### src/rtl/hall98_fetch.sv
// Instruction fetch/decode stage for the hall98 core: reads ROM words, unpacks them into opcode/re/n, and holds each for HOLD_CYCLES.
// Optional illegal-opcode trap enabled by defining HALL98_FETCH_ILLEGAL_TRAP_EN.
module hall98_fetch #(
  parameter int         PROG_DEPTH  = 64,
  parameter int         AW          = 6,
  parameter int         HOLD_CYCLES = 50,
  parameter logic [7:0] HALT_OP     = 8'h00
) (
  input  logic          iclock,
  input  logic          reset,
  input  logic          start,
  output logic [AW-1:0] mem_addr,
  input  logic [31:0]   mem_rdata,
  output logic [31:0]   opcode,
  output logic [31:0]   re,
  output logic [31:0]   n,
  output logic          flag,
  output logic          busy,
  output logic [AW-1:0] pc,
  output logic          err
);

  localparam int CW = $clog2(HOLD_CYCLES) + 1;

  typedef enum logic [2:0] {
    S_IDLE,
    S_FETCH,
    S_LATCH,
    S_ISSUE,
    S_DONE
  } state_t;

  state_t        r_state;
  state_t        w_state_nxt;

  logic [CW-1:0] r_cnt;
  logic [AW-1:0] r_pc;
  logic [AW-1:0] r_mem_addr;
  logic [7:0]    r_op;
  logic [7:0]    r_re;
  logic [15:0]   r_n;
  logic          r_flag;
  logic          r_busy;
  logic          r_err;

  logic [7:0]    w_word_op;
  logic          w_is_halt;
  logic          w_illegal;
  logic          w_last_pc;
  logic          w_hold_done;
  logic          w_start_run;
  logic          w_issue;
  logic          w_trap;
  logic          w_advance;

  assign w_word_op   = mem_rdata[7:0];
  assign w_is_halt   = (w_word_op == HALT_OP);
  assign w_last_pc   = (r_pc == AW'(PROG_DEPTH - 1));
  assign w_hold_done = (r_cnt == '0);

`ifdef HALL98_FETCH_ILLEGAL_TRAP_EN
  // Legal set is the halt byte plus the contiguous core opcode range 0x45..0x4A.
  assign w_illegal = !w_is_halt && !((w_word_op >= 8'h45) && (w_word_op <= 8'h4A));
`else
  assign w_illegal = 1'b0;
`endif

  always_ff @(posedge iclock or posedge reset) begin
    if (reset) begin
      r_state <= S_IDLE;
    end else begin
      r_state <= w_state_nxt;
    end
  end

  always_comb begin
    w_state_nxt = r_state;
    w_start_run = 1'b0;
    w_issue     = 1'b0;
    w_trap      = 1'b0;
    w_advance   = 1'b0;
    case (r_state)
      S_IDLE: begin
        if (start) begin
          w_state_nxt = S_FETCH;
          w_start_run = 1'b1;
        end
      end
      S_FETCH: begin
        w_state_nxt = S_LATCH;
      end
      S_LATCH: begin
        if (w_is_halt) begin
          w_state_nxt = S_DONE;
        end else if (w_illegal) begin
          w_state_nxt = S_DONE;
          w_trap      = 1'b1;
        end else begin
          w_state_nxt = S_ISSUE;
          w_issue     = 1'b1;
        end
      end
      S_ISSUE: begin
        if (w_hold_done) begin
          if (w_last_pc) begin
            w_state_nxt = S_DONE;
          end else begin
            w_state_nxt = S_FETCH;
            w_advance   = 1'b1;
          end
        end
      end
      S_DONE: begin
        if (start) begin
          w_state_nxt = S_FETCH;
          w_start_run = 1'b1;
        end
      end
      default: begin
        w_state_nxt = S_IDLE;
      end
    endcase
  end

  // Address is registered on the edge entering FETCH so the ROM sees it for the whole FETCH cycle.
  always_ff @(posedge iclock or posedge reset) begin
    if (reset) begin
      r_pc       <= '0;
      r_mem_addr <= '0;
    end else if (w_start_run) begin
      r_pc       <= '0;
      r_mem_addr <= '0;
    end else if (w_advance) begin
      r_pc       <= r_pc + 1'b1;
      r_mem_addr <= r_pc + 1'b1;
    end
  end

  always_ff @(posedge iclock or posedge reset) begin
    if (reset) begin
      r_cnt <= '0;
    end else if (w_issue) begin
      r_cnt <= CW'(HOLD_CYCLES - 1);
    end else if ((r_state == S_ISSUE) && !w_hold_done) begin
      r_cnt <= r_cnt - 1'b1;
    end
  end

  // opcode is live only while in ISSUE; re/n keep their last values for the core.
  always_ff @(posedge iclock or posedge reset) begin
    if (reset) begin
      r_op <= '0;
      r_re <= '0;
      r_n  <= '0;
    end else if (w_issue) begin
      r_op <= mem_rdata[7:0];
      r_re <= mem_rdata[15:8];
      r_n  <= mem_rdata[31:16];
    end else if (w_state_nxt != S_ISSUE) begin
      r_op <= '0;
    end
  end

  always_ff @(posedge iclock or posedge reset) begin
    if (reset) begin
      r_flag <= 1'b0;
      r_busy <= 1'b0;
      r_err  <= 1'b0;
    end else begin
      r_flag <= (w_state_nxt == S_DONE);
      r_busy <= (w_state_nxt == S_FETCH) || (w_state_nxt == S_LATCH) ||
                (w_state_nxt == S_ISSUE);
      if (w_start_run) begin
        r_err <= 1'b0;
      end else if (w_trap) begin
        r_err <= 1'b1;
      end
    end
  end

  assign mem_addr = r_mem_addr;
  assign pc       = r_pc;
  assign opcode   = {24'b0, r_op};
  assign re       = {24'b0, r_re};
  assign n        = {16'b0, r_n};
  assign flag     = r_flag;
  assign busy     = r_busy;
  assign err      = r_err;

endmodule
### config.mk
export PLATFORM = sky130hd
export DESIGN_NAME = hall98_fetch
export DESIGN_NICKNAME = d
export VERILOG_FILES = /design/src/rtl/hall98_fetch.sv
export SDC_FILE = /design/constraint.sdc
export NUM_CORES = 1
export LEC_CHECK = 0
export ABC_CLOCK_PERIOD_IN_PS = 2600
export CORE_UTILIZATION = 30
export DETAILED_ROUTE_END_ITERATION = 10
export HOLD_SLACK_MARGIN = 0.02
export PLACE_DENSITY_LB_ADDON = 0.05
export SLEW_MARGIN = 20
export SYNTH_ARGS = -nofsm -noshare
export SYNTH_HDL_FRONTEND = slang
export SYNTH_SLANG_ARGS = --single-unit
export TNS_END_PERCENT = 20
### constraint.sdc
create_clock -name iclock -period 2.6 [get_ports iclock]
set_clock_uncertainty 0.2 [all_clocks]
set_input_delay 0.26 -clock iclock [delete_from_list [all_inputs] [get_ports iclock]]
set_output_delay 0.26 -clock iclock [all_outputs]
set_load 0.02 [all_outputs]
==> impl_metrics.csv <==
group,metric,value,unit
sta,tightest_slew,0.647,ns
yosys,avgSynthCellArea,11.2,um2
critical_path,cp-end-kind,"flop",
sta,fmax,423,MHz
yosys,ys_warn_count,0,
yosys,yosys.area.top_type_share,47.3,%
yosys,synth_area,2640,um2
layout,drive_gt1_share,5.68,%
critical_path,r2r_setup_slack,0.24,ns
clock_network,cts_resized,0,
layout,mostFrequentLayoutCell,"clkdlybuf4s50_1",
sta,fin_crit,2.36,ns
run_status,outcome,"complete, no violations",
critical_path,critPathLaunchType,"flop",
placed_design,hpwl,3860,um
routing,dr.pass1.iters,4,
global_route,first_global_vias,1636,
layout,finish.utilization,40.5,%
critical_path,path_max_fanout,10,
critical_path,crit_type,"flop to flop",
global_route,grt_max_degree,51,
clock_network,cts_buffers,5,
clock_network,clk_latency,0.30,ns
routing,drtIter0Drc,35,
global_route,antenna_found_initial,0,
power,fin_total_pwr,3.65,mW
layout,syn_to_final_growth,28.4,%
worst_hold_path,hp-class,"input pin to asynchronous set/reset pin",
critical_path,regToRegStartpoint,"r_cnt[0]$_DFFE_PP0P_",
clock_network,ctsLongestPathBuffers,2,
power,p_per_area,1080,nW/um2
sta,rsz0062_at_grt,"false",
clock_network,post_cts_buffers,0,
sta,hold-worst-slack,0.247,ns
die,die_w,95.9,um
die,std_cell_rows,33,
yosys,yosys-top-cells-area,"dfrtp_1 (47%), buf_4 (20%), mux2_1 (10%), a22o_1 (2.7%), nor2_1 (1.6%)",
die,die_h,95.9,um
layout,most-common-layout-cells,"clkdlybuf4s50_1 (80), conb_1 (65), dfrtp_1 (50)",
global_route,grt_pass1_wl,8180,um
clock_network,cts_tree,"yes",
placed_design,placed_area,3300,um2
power,peakVddDrop,455,uV
sta,maxSlewViolCount,0,
global_route,overflow,0,
yosys,ys_ff_latch,50,
sta,hold_violations,0,
clock_network,postCtsHoldBufs,0,
sta,max_slew_margin,56.9,%
placed_design,gp_congestion,0.697,
routing,wl_per_cell,12.4,um
critical_path,cp.arrival,2.39,ns
critical_path,ff2ff_path_depth,6,
global_route,grt_usage,11.8,%
die,ios,146,
sta,setup_tns,0,ns
yosys,syn_inst,236,
clock_network,clockRootBuffer,"clkbuf_8",
clock_network,clkTransAtPathRegs,0.09,ns
power,p_leak,1.48,nW
layout,nets,353,
layout,fillCellCount,834,
sta,period_share,91.0,%
clock_network,cts_sinks,50,
clock_network,htree_levels,2,
routing,wirelength,5250,um
yosys,yosysTopAreaCell,"dfrtp_1",
layout,final_area,3400,um2
flow_run,max_cap_violations,0,
die,start_util,31.5,%
yosys,synth_cell_types,35,
critical_path,critPathRequiredTime,2.63,ns
critical_path,r2r-end,"mem_addr[5]$_DFFE_PP0P_",
routing,drc,0,
yosys,yosysSeqAreaShare,47.3,%
routing,vias,1742,
die,dieArea,9190,um2
routing,ant_nets,0,
placed_design,io_buffers,80,
sta,setup_viol,0,
layout,antenna_cells,0,
die,core-area,8380,um2
routing,via_per_inst,4.13,
## cell usage after synthesis
cell type,instances
a2111oi_0,1
a211oi_1,2
a21oi_1,8
a22o_1,8
a311oi_1,1
a41oi_1,1
and3b_1,1
buf_1,1
buf_2,2
buf_4,71
clkbuf_1,2
conb_1,1
dfrtp_1,50
ha_1,2
inv_1,5
mux2_1,24
mux2i_1,3
nand2_1,6
nand2b_1,6
nand3_1,3
nand3b_1,1
nor2_1,11
nor3_1,2
nor3b_1,2
nor4b_4,1
o2111ai_2,1
o21a_1,1
o21ai_0,4
o31ai_1,2
o32ai_1,2
or2_2,1
or3_1,2
or4_1,5
xnor2_1,2
xor2_1,1
## critical path: stages (launching register included)
cell and delay, ns:
dfrtp_1 0.42, inv_1 0.07, ha_1 0.21, nor4b_4 0.40, o2111ai_2 0.35, or4_1 0.49, a21oi_1 0.15
## stage by stage
| stage | cells | setup slack [ns] |
|---|---|---|
| 2_1_floorplan | 300 | 0.537 |
| 3_3_place_gp | 414 | 0.165 |
| 3_5_place_dp | 414 | 0.133 |
| 4_1_cts | 422 | 0.229 |
| 5_1_grt | 422 | 0.0361 |
| 6_report | 422 | 0.235 |
## final cells by class
class | count | area (um2) | area share, %
Clock inverter | 2 | 12.5 | 0.368
Tap cell | 105 | 131 | 3.87
Timing Repair Buffer | 85 | 838 | 24.7
Multi-Input combinational cell | 169 | 1060 | 31.2
Clock buffer | 6 | 82.6 | 2.43
Sequential cell | 50 | 1250 | 36.8
Inverter | 5 | 18.8 | 0.553
## worst max-delay path by stage
stage                               from                       to  slack [ns]  cells past startpoint
CTS                 r_cnt[0]$_DFFE_PP0P_  mem_addr[5]$_DFFE_PP0P_        0.23                      6
detailed placement          mem_rdata[1]       r_n[2]$_DFFE_PP0P_        0.13                      5
finish              r_cnt[0]$_DFFE_PP0P_  mem_addr[5]$_DFFE_PP0P_        0.24                      6
floorplan           r_cnt[0]$_DFFE_PP0P_  mem_addr[4]$_DFFE_PP0P_        0.54                      6
global placement            mem_rdata[0]      r_re[7]$_DFFE_PP0P_        0.16                      5
global route        r_cnt[0]$_DFFE_PP0P_  mem_addr[4]$_DFFE_PP0P_        0.04                      6
## sequential cells by signal, summed over array words and instances, names as in the netlist
name      flops
busy          1
flag          1
mem_addr      6
r_cnt         7
r_n          16
r_op          8
r_re          8
r_state       3
## report_power, final
part           leakage, nW  internal (mW)  switching, mW
Sequential           0.610           1.10          0.220
Combinational        0.823          0.898          0.957
Clock               0.0472          0.214          0.260
## kinds of logic after synthesis
group	synth area share [%]
compound gates	8.57
xor+xnor	0.994
fa+ha+maj	0.946
buf+inv	21.7
flops	47.3
mux	11.4
other cells	0.142
simple gates	8.99
## layer usage
metal | track usage, % | wire (um) | vias up | share of wire (%)
li1 | - | - | 840 | -
met2 | 16.0 | 2180 | 85 | 42
met5 | 0 | 0 | - | 0
met3 | 6.64 | 600 | 7 | 11
met1 | 15.6 | 2390 | 810 | 45
met4 | 3.98 | 80 | 0 | 1.5
(Power assumes the default switching activity.)
